<file path="config.mk">
export PLATFORM = sky130hd
export DESIGN_NAME = afpm_operand_deserializer_flat
export DESIGN_NICKNAME = d
export VERILOG_FILES = /design/src/rtl/afpm_operand_deserializer_if.sv /design/src/rtl/afpm_operand_deserializer.sv /design/src/flat_wrapper.sv
export SDC_FILE = /design/constraint.sdc
export NUM_CORES = 1
export LEC_CHECK = 0
export ABC_AREA = 1
export CAP_MARGIN = 25
export CORE_MARGIN = 1
export CORE_UTILIZATION = 30
export DETAILED_ROUTE_END_ITERATION = 8
export PLACE_DENSITY_LB_ADDON = 0.08
export SYNTH_ARGS = -nofsm -noshare
export SYNTH_HDL_FRONTEND = slang
export SYNTH_SLANG_ARGS = --single-unit
</file>
<file path="constraint.sdc">
create_clock -name clk -period 3.12 [get_ports clk]
set_clock_uncertainty 0.1 [all_clocks]
set_input_delay 0.312 -clock clk [delete_from_list [all_inputs] [get_ports clk]]
set_output_delay 0.312 -clock clk [all_outputs]
set_load 0.01 [all_outputs]
</file>
<file path="src/rtl/afpm_operand_deserializer_if.sv">
// Operand-stream bundle between the byte producer, the deserializer and the multiplier core.
interface afpm_operand_deserializer_if #(
    parameter int unsigned DEPTH = 2
);
    logic                     in_valid;
    logic                     in_sync;
    logic [7:0]               in_a;
    logic [7:0]               in_b;
    logic                     out_valid;
    logic                     out_ready;
    logic [15:0]              op_a;
    logic [15:0]              op_b;
    logic [1:0]               cls_a;
    logic [1:0]               cls_b;
    logic [$clog2(DEPTH):0]   level;
    logic                     overrun;
    logic                     ovr_clr;

    modport master (
        output in_valid, in_sync, in_a, in_b, out_ready, ovr_clr,
        input  out_valid, op_a, op_b, cls_a, cls_b, level, overrun
    );

    modport slave (
        input  in_valid, in_sync, in_a, in_b, out_ready, ovr_clr,
        output out_valid, op_a, op_b, cls_a, cls_b, level, overrun
    );
endinterface

</file>
<file path="src/rtl/afpm_operand_deserializer.sv">
// Byte-serial FP16 operand pair assembler with per-operand classification and an output FIFO.
module afpm_operand_deserializer #(
    parameter int unsigned DEPTH           = 2,
    parameter bit          FLUSH_SUBNORMAL = 1'b1
) (
    input  logic                          clk,
    input  logic                          rst,
    afpm_operand_deserializer_if.slave    bus
);
    localparam int unsigned AW = (DEPTH > 1) ? $clog2(DEPTH) : 1;
    localparam int unsigned LW = $clog2(DEPTH) + 1;

    typedef enum logic {LOW, HIGH} state_t;

    typedef struct packed {
        logic [15:0] a;
        logic [15:0] b;
        logic [1:0]  ca;
        logic [1:0]  cb;
    } entry_t;

    function automatic logic [1:0] classify(input logic [15:0] w);
        if (w[14:10] == 5'h1F) return (w[9:0] != 10'd0) ? 2'b11 : 2'b10;
        if (w[14:10] == 5'h00) return FLUSH_SUBNORMAL ? 2'b01 : 2'b00;
        return 2'b00;
    endfunction

    state_t            state_q, state_d;
    logic [7:0]        lo_a_q, lo_a_d, lo_b_q, lo_b_d;
    logic [AW-1:0]     wr_ptr_q, rd_ptr_q;
    logic [LW-1:0]     level_q, level_d;
    logic              overrun_q, overrun_d;
    entry_t            mem_q [DEPTH];
    entry_t            new_entry, head;
    logic              push_req, push_ok, pop;

    always_comb begin
        state_d   = state_q;
        lo_a_d    = lo_a_q;
        lo_b_d    = lo_b_q;
        push_req  = bus.in_valid && !bus.in_sync && (state_q == HIGH);
        pop       = (level_q != '0) && bus.out_ready;
        // A full FIFO still accepts when the head leaves in the same cycle.
        push_ok   = push_req && ((level_q != LW'(DEPTH)) || pop);

        new_entry.a  = {bus.in_a, lo_a_q};
        new_entry.b  = {bus.in_b, lo_b_q};
        new_entry.ca = classify(new_entry.a);
        new_entry.cb = classify(new_entry.b);

        if (bus.in_valid) begin
            if (bus.in_sync || state_q == LOW) begin
                lo_a_d  = bus.in_a;
                lo_b_d  = bus.in_b;
                state_d = HIGH;
            end else begin
                state_d = LOW;
            end
        end else if (bus.in_sync) begin
            state_d = LOW;
        end

        case ({push_ok, pop})
            2'b10:   level_d = level_q + 1'b1;
            2'b01:   level_d = level_q - 1'b1;
            default: level_d = level_q;
        endcase

        if (push_req && !push_ok) overrun_d = 1'b1;
        else if (bus.ovr_clr)     overrun_d = 1'b0;
        else                      overrun_d = overrun_q;
    end

    // Pointers wrap naturally because DEPTH is a power of two.
    always_ff @(posedge clk or posedge rst) begin
        if (rst) begin
            state_q   <= LOW;
            lo_a_q    <= '0;
            lo_b_q    <= '0;
            wr_ptr_q  <= '0;
            rd_ptr_q  <= '0;
            level_q   <= '0;
            overrun_q <= 1'b0;
            for (int unsigned i = 0; i < DEPTH; i++) mem_q[i] <= '0;
        end else begin
            state_q   <= state_d;
            lo_a_q    <= lo_a_d;
            lo_b_q    <= lo_b_d;
            level_q   <= level_d;
            overrun_q <= overrun_d;
            if (push_ok) begin
                mem_q[wr_ptr_q] <= new_entry;
                wr_ptr_q        <= wr_ptr_q + 1'b1;
            end
            if (pop) rd_ptr_q <= rd_ptr_q + 1'b1;
        end
    end

    assign head          = mem_q[rd_ptr_q];
    assign bus.out_valid = (level_q != '0);
    assign bus.op_a      = head.a;
    assign bus.op_b      = head.b;
    assign bus.cls_a     = head.ca;
    assign bus.cls_b     = head.cb;
    assign bus.level     = level_q;
    assign bus.overrun   = overrun_q;
endmodule
</file>
<file path="src/flat_wrapper.sv">
// flat-port wrapper written by rule: the top's interface ports become plain ports
module afpm_operand_deserializer_flat 
#(
    parameter int unsigned DEPTH           = 2,
    parameter bit          FLUSH_SUBNORMAL = 1'b1
)
  (clk, rst, bus_in_valid, bus_in_sync, bus_in_a, bus_in_b, bus_out_ready, bus_ovr_clr, bus_out_valid, bus_op_a, bus_op_b, bus_cls_a, bus_cls_b, bus_level, bus_overrun);
  afpm_operand_deserializer_if #(.DEPTH(DEPTH)) bus_i ();
  input  logic clk;
  input  logic rst;
  input wire logic [$bits(bus_i.in_valid)-1:0] bus_in_valid;
  input wire logic [$bits(bus_i.in_sync)-1:0] bus_in_sync;
  input wire logic [$bits(bus_i.in_a)-1:0] bus_in_a;
  input wire logic [$bits(bus_i.in_b)-1:0] bus_in_b;
  input wire logic [$bits(bus_i.out_ready)-1:0] bus_out_ready;
  input wire logic [$bits(bus_i.ovr_clr)-1:0] bus_ovr_clr;
  output wire logic [$bits(bus_i.out_valid)-1:0] bus_out_valid;
  output wire logic [$bits(bus_i.op_a)-1:0] bus_op_a;
  output wire logic [$bits(bus_i.op_b)-1:0] bus_op_b;
  output wire logic [$bits(bus_i.cls_a)-1:0] bus_cls_a;
  output wire logic [$bits(bus_i.cls_b)-1:0] bus_cls_b;
  output wire logic [$bits(bus_i.level)-1:0] bus_level;
  output wire logic [$bits(bus_i.overrun)-1:0] bus_overrun;
  assign bus_i.in_valid = bus_in_valid;
  assign bus_i.in_sync = bus_in_sync;
  assign bus_i.in_a = bus_in_a;
  assign bus_i.in_b = bus_in_b;
  assign bus_i.out_ready = bus_out_ready;
  assign bus_i.ovr_clr = bus_ovr_clr;
  assign bus_out_valid = bus_i.out_valid;
  assign bus_op_a = bus_i.op_a;
  assign bus_op_b = bus_i.op_b;
  assign bus_cls_a = bus_i.cls_a;
  assign bus_cls_b = bus_i.cls_b;
  assign bus_level = bus_i.level;
  assign bus_overrun = bus_i.overrun;
  afpm_operand_deserializer #(.DEPTH(DEPTH), .FLUSH_SUBNORMAL(FLUSH_SUBNORMAL)) u_core (.clk(clk), .rst(rst), .bus(bus_i));
endmodule
</file>
==> summary.md, run 1 <==
| Metric | Value |
|---|---|
| Synth area leaders | dfrtp_1 (57%), nand2_1 (19%), o21ai_0 (9.3%), inv_1 (3.8%), buf_6 (2.7%) |
| Worst hold slack | 267.8 ps |
| CTS root buf | clkbuf_16 |
| Slew Viols, Final | 0 |
| Fillers | 1388 |
| GPL Wtd Cong | 0.6878 |
| Clock Sinks | 94 |
| Crit path kind | flop to output port |
| Synth warn | 0 |
| TritonRoute pass-1 iters | 4 |
| Worst Hold Class | input pin to asynchronous set/reset pin |
| Sequential fraction of the synthesis area | 56.52% |
| Area grow syn2layout | 25.32% |
| Leakage | 0.002519 uW |
| # DRC | 0 |
| Final TNS setup | 0 ps |
| CP startpoint | u_core.rd_ptr_q |
| Num ports | 62 |
| RSZ-0062 raised after global routing | false |
| Setup crit end kind | output port |
| Status | completed |
| Worst slew pin tran | 771.8 ps |
| WL per Instance | 13.70 um |
| Yosys top cell by area | dfrtp_1 |
| Cell area power density | 958.1 mW/mm2 |
| Worst Path Required | 2710 ps |
| DRT iter0 DRCs | 152 |
| Diodes inserted | 0 |
| DP HPWL | 6681 um |
| Max Clk Rate | 413.5 MHz |
| Cell variety after synth | 23 |
| Final net count | 575 |
| # rows | 42 |
| Initial Util | 31.06% |
| Syn_nets | 519 |
| Worst Path Buf+Inv | 2 |
| Yosys reg bits | 94 |
| Slowest stage delay, CP | 550 ps |
| Arr. time, crit path | 2010 ps |
| Multi-input gate area | 0.001466 mm2 |
| CTS max path bufs | 2 |
| Die width | 119.8 um |
| Final setup fails | 0 |
| Inserted Clock Buffers | 9 |
| Post-synth top area share | 56.52% |
| Global-route wire length before repair | 17260 um |
| DR vias/cell | 4.434 |
| Grt total ovfl | 0 |
| FF/Latch Area | 0.002354 mm2 |
| Final period utilization | 77.51% |
| Slowest CP cell | clkdlybuf4s50_1 |
| Asr flop ratio synth | 100.0% |
| Drt total wl | 10050 um |
| Post-route ant nets | 0 |
| Post-synth top flop | dfrtp_1 |
| Cell Chain, Critical Path | inv_1 -> nand2_1 -> nand2_1 -> clkdlybuf4s50_1 |
| Worst-path fanout max | 15 |
| Max cap viols | 0 |
| Initial antenna violation count | 0 |
| Slew margin rel. | 48.47% |
| Mapped cell area | 0.004161 mm2 |
| Most used cell, CP | nand2_1 |
| Pin count of the biggest net entering global routing | 49 |
| Vias in the first global route | 3371 |
| H-tree depth | 3 |
| GR Util All Layers | 15.77% |
| Die area | 0.01435 mm2 |
| Worst skew pair latency | 350 ps |
| Die H | 119.8 um |
| Port bufs | 61 |
| Routed vias | 3250 |
| Share of layout cells above drive strength 1 | 7.181% |
| Synth Instances | 496 |
| CTS clock-pin slew for the worst setup and hold paths | 70 ps |
| Post_cts resized | 0 |
| CP startpoint kind | flop |
| Peak VDD IR | 0.3571 mV |
| Min cycle time layout | 2418 ps |
| # hold bufs at CTS | 0 |
| Number of synthesized flops with an enable pin | 0 |
| CP delay by family, top | buffers and inverters |
| Core area | 0.01340 mm2 |
| CTS tree | yes |
| Setup Buffers After CTS | 0 |
| Worst flop-to-flop path startpoint | u_core.bus.level[1] |
| Fin. Hold Viols | 0 |
| Syn Area/Cell | 8.390 um2 |
placed cells by master (no fill, tap or decap), types with 2 or more instances in the layout:
master,instances
clkbuf_16,9
nor3_1,2
nand2_2,2
xor2_1,2
nor2_1,12
nand3_1,7
mux2_2,4
inv_1,41
clkdlybuf4s50_1,61
clkbuf_8,2
nand2_1,212
buf_4,8
nor2_2,2
o21ai_0,77
clkinv_2,2
bufinv_16,2
o21ai_1,6
inv_2,3
dfrtp_1,93
registers in the layout, summed over array words and instances (netlist names):
name and flops:
u_core.wr_ptr_q 1, u_core.lo_b_q 8, u_core.state_q 1, u_core.mem_q 72
u_core.rd_ptr_q 1, u_core.bus.overrun 1, u_core.lo_a_q 8, u_core.bus.level 2
per-stage QoR:
step	utilization [%]	setup slack [ps]	total power, uW	instance area (um2)	std cells
floorplan	-	259.3	2916	4161	496
global placement	36.42	767.7	3794	4881	717
detailed placement	36.42	704.2	3821	4881	717
CTS	38.92	715.5	5077	5215	733
global route	38.92	583.9	5398	5215	733
finish	38.92	701.8	4996	5215	733
final timing paths:
kind	depth (start not counted)	slack, ps	endpoint
worst max-delay path	4	700	bus_cls_b[0]
worst min-delay path	2	270	u_core.lo_b_q[3]
worst max register to register	8	1160	u_core.mem_q[17]
worst min register to register	2	370	u_core.mem_q[19]
max in group asynchronous	3	1950	u_core.mem_q[39]
min in group clk	2	370	u_core.mem_q[19]
kinds of logic (layout without fill, tap and decap cells):
family | after synthesis | in the layout | share of synthesized area [%]
AND/OR/NAND/NOR | 240 | 240 | 22.91
flip-flops | 94 | 94 | 56.52
AO/OA/AOI/OAI | 85 | 85 | 10.31
buffers and inverters | 69 | 130 | 8.238
multiplexers | 4 | 4 | 1.082
XOR/XNOR | 3 | 3 | 0.6315
adder cells (fa/ha/maj) | 1 | 1 | 0.3006
layer usage:
metal | vias up | global-route usage (%) | routed length [um]
met5 | - | 0 | 0
met4 | 0 | 7.734 | 215
met3 | 13 | 2.567 | 310
met2 | 52 | 24.10 | 4495
met1 | 1531 | 21.68 | 5023
li1 | 1654 | - | -
cell usage after synthesis (3+ instances only):
cell,instances
o21ai_0,77
clkbuf_1,7
nor2_1,12
buf_6,10
dfrtp_1,94
inv_2,3
inv_1,42
mux2_2,4
nand2_1,212
buf_2,7
o21ai_1,6
nand3_1,7
worst reg2reg max path, delay by kind of cell (launching register included):
family,cells,cell delay [ps]
and+or+nand+nor,5,730
buffers and inverters,2,530
DFF,1,370
AOI/OAI and AO/OA,1,90
where the power goes:
part / internal [uW] / total [uW] / leakage [uW] / switching, uW
Clock: 746 / 1230 / 0.000162 / 482
Combinational: 888 / 1830 / 0.00118 / 944
Sequential: 1690 / 1940 / 0.00118 / 246
area by class of cell:
cell class | count | area share, %
clock buffers | 11 | 4.846
clock inverters | 5 | 1.560
inverters | 45 | 3.263
multi-input cells | 333 | 28.12
flip-flops and latches | 94 | 45.13
well taps | 176 | 4.223
repair buffers | 69 | 12.86
(Power assumes the default switching activity.)
==> run 2, diff against run 1 <==
clock period = 2 ns   (was 3.12 ns; I/O delays follow)
==> run 2 against run 1 <==
Effect of this change:
- utilization up 0.74 points
- worst setup slack worse by 640 ps
- sequential share of layout area down 0.84 points
- critical path type unchanged
==> summary.md, run 2 (same netlist as run 1, synthesis figures left out) <==
| Metric | Value |
|---|---|
| Fin. Hold Viols | 0 (unchanged) |
| Fin util | 39.65% (+0.74 points) |
| Post-route ant nets | 0 (unchanged) |
| Worst slew pin tran | 521.1 ps (-250.7 ps) |
| Leakage | 0.002729 uW (+8.3%) |
| Status | completed |
| Commonest non-fill, non-tap cell in the layout | nand2_1 |
| CTS root buf | clkbuf_16 |
| Max cap viols | 0 (unchanged) |
| Share of layout cells above drive strength 1 | 8.673% (+1.5 points) |
| Core area | 0.01340 mm2 (unchanged) |
| # DRC | 0 (unchanged) |
| Slew Viols, Final | 0 (unchanged) |
| Layout Cells excl Fill | 741 (+1.1%) |
| H-tree depth | 3 (unchanged) |
| Placed cell count | 723 (+0.84%) |
| Die area | 0.01435 mm2 (unchanged) |
| Final setup fails | 0 (unchanged) |
| Vias in the first global route | 3256 (-3.4%) |
| DRT iter0 DRCs | 204 (+34%) |
| Design area | 0.005314 mm2 (+1.9%) |
| Max Clk Rate | 516.8 MHz |
| Die H | 119.8 um (unchanged) |
| Min cycle time layout | 1935 ps |
| Worst Hold Class | input pin to asynchronous set/reset pin |
| Final net count | 583 (+1.4%) |
| DR vias/cell | 4.420 (-0.32%) |
| Routed vias | 3275 (+0.77%) |
| Clock Sinks | 94 (unchanged) |
| Fillers | 1398 (+0.72%) |
| Inserted Clock Buffers | 9 (unchanged) |
| GR Util All Layers | 15.52% (-0.25 points) |
| Area grow syn2layout | 27.69% |
| Pin count of the biggest net entering global routing | 95 (+94%) |
| # hold bufs at CTS | 0 (unchanged) |
| Initial Util | 31.06% (unchanged) |
| Arr. time, crit path | 1640 ps (-370 ps) |
| Initial antenna violation count | 0 (unchanged) |
| WL per Instance | 13.73 um (+0.16%) |
| Drt total wl | 10170 um (+1.3%) |
| Worst Path Required | 1700 ps (-1010 ps) |
| Crit path kind | flop to output port |
| Worst-path fanout max | 8 (-7) |
| CTS clock-pin slew for the worst setup and hold paths | 70 ps (about the same) |
| Most frequent cells in the layout | nand2_1 (212), dfrtp_1 (93), o21ai_0 (74), inv_1 (40), dlygate4sd2_1 (30) |
| Biggest register | u_core.mem_q |
| Die width | 119.8 um (unchanged) |
| Num ports | 62 (unchanged) |
| # rows | 42 (unchanged) |
| Diodes inserted | 0 (unchanged) |
| CTS tree | yes |
| TritonRoute pass-1 iters | 4 (unchanged) |
| Port bufs | 61 (unchanged) |
| Global-route wire length before repair | 17120 um (-0.84%) |
| Slew margin rel. | 65.26% (+17 points) |
| Grt total ovfl | 0 (unchanged) |
| DP HPWL | 6780 um (+1.5%) |
| CP startpoint kind | flop |
| CTS max path bufs | 2 (unchanged) |
| Peak VDD IR | 0.6128 mV (+72%) |
| Placed Area | 0.004979 mm2 (+2.0%) |
| GPL Wtd Cong | 0.7135 (+3.7%) |
| Final period utilization | 96.75% |
| Max reg flops | 72 (unchanged) |
| Worst skew pair latency | 350 ps (about the same) |
| Cell area power density | 1458 mW/mm2 (+52%) |
| Setup crit end kind | output port |
| Largest registers | u_core.mem_q (72), u_core.lo_a_q (8), u_core.lo_b_q (8) |
[run 2: cell count changes in the layout (fill, tap and decap cells not counted), moves of 3 or more]
cell,previous run,this run
buf_12,0,4
o21ai_0,77,74
dlymetal6s2s_1,0,4
dlygate4sd2_1,0,30
clkdlybuf4s50_1,61,26
o21ai_1,6,9
buf_4,8,12
[run 2: metal layers]
metal	part of all wire, %	GRT usage [%]	up-vias
met5	0	0	-
met4	1.6	5.859	0
met3	2.7	2.662	13
met2	44	23.27	50
met1	52	22.31	1550
li1	-	-	1662
[run 2: timing repair]
item | 4_1_cts | 5_1_grt
endpoints found under the setup margin | 36 | 8
endpoints found under the hold margin | 0 | 0
setup buffers | 1 | 1
gates cloned | 0 | 0
gates resized for setup | 34 | 6
[run 2: worst max-delay path, stage by stage, from the launching register on]
cell             delay, ps
dfrtp_2                420
buf_4                  190
nand2_1                 60
nand2_1                 80
clkdlybuf4s50_1        540
[run 2: final timing paths]
| kind | slack (ps) | end | startpoint | cells after the start |
|---|---|---|---|---|
| max | 60 | bus_op_b[12] | u_core.rd_ptr_q | 4 |
| max in group asynchronous | 1150 | u_core.mem_q[63] | rst | 3 |
| min | 260 | u_core.mem_q[4] | rst | 3 |
| min reg2reg | 370 | u_core.mem_q[20] | u_core.mem_q[20] | 2 |
| max reg2reg | 320 | u_core.bus.level[1] | u_core.bus.level[1] | 8 |
| min in group clk | 330 | u_core.bus.overrun | bus_ovr_clr | 2 |
[run 2: final cells by class]
| class | count | area (um2) | share of cell area (%) |
|---|---|---|---|
| sequential | 94 | 2354 | 44.29 |
| multi-input combinational | 333 | 1466 | 27.60 |
| timing repair buffer | 77 | 753.2 | 14.17 |
| clock buffer | 10 | 239.0 | 4.497 |
| tap | 176 | 220.2 | 4.144 |
| inverter | 45 | 172.7 | 3.249 |
| clock inverter | 6 | 108.9 | 2.048 |
[run 2: power breakdown]
group / switching, uW / internal [uW]
sequential: 385 / 2640
clock: 757 / 1250
combinational: 1490 / 1230
total: 2630 / 5120
[run 2: through the flow]
| stage | hold slack (ps) | power (uW) | setup slack [ps] | setup TNS, ps |
|---|---|---|---|---|
| 2_1_floorplan | 203.6 | 4550 | 355.4 | 0 |
| 3_3_place_gp | 354.2 | 6042 | 82.08 | 0 |
| 5_1_grt | 301.8 | 8364 | -0.9291 | -0.9291 |
| 3_5_place_dp | 358.9 | 6076 | 79.78 | 0 |
| 4_1_cts | 283.0 | 7865 | 3.148 | 0 |
| 6_report | 255.4 | 7747 | 64.97 | 0 |
==> run 3, diff against run 2 <==
GPL_ROUTABILITY_DRIVEN = 0   (was not set)
==> results of run 3 <==
No change in the layout: final DEF, timing and power equal those of run 2.
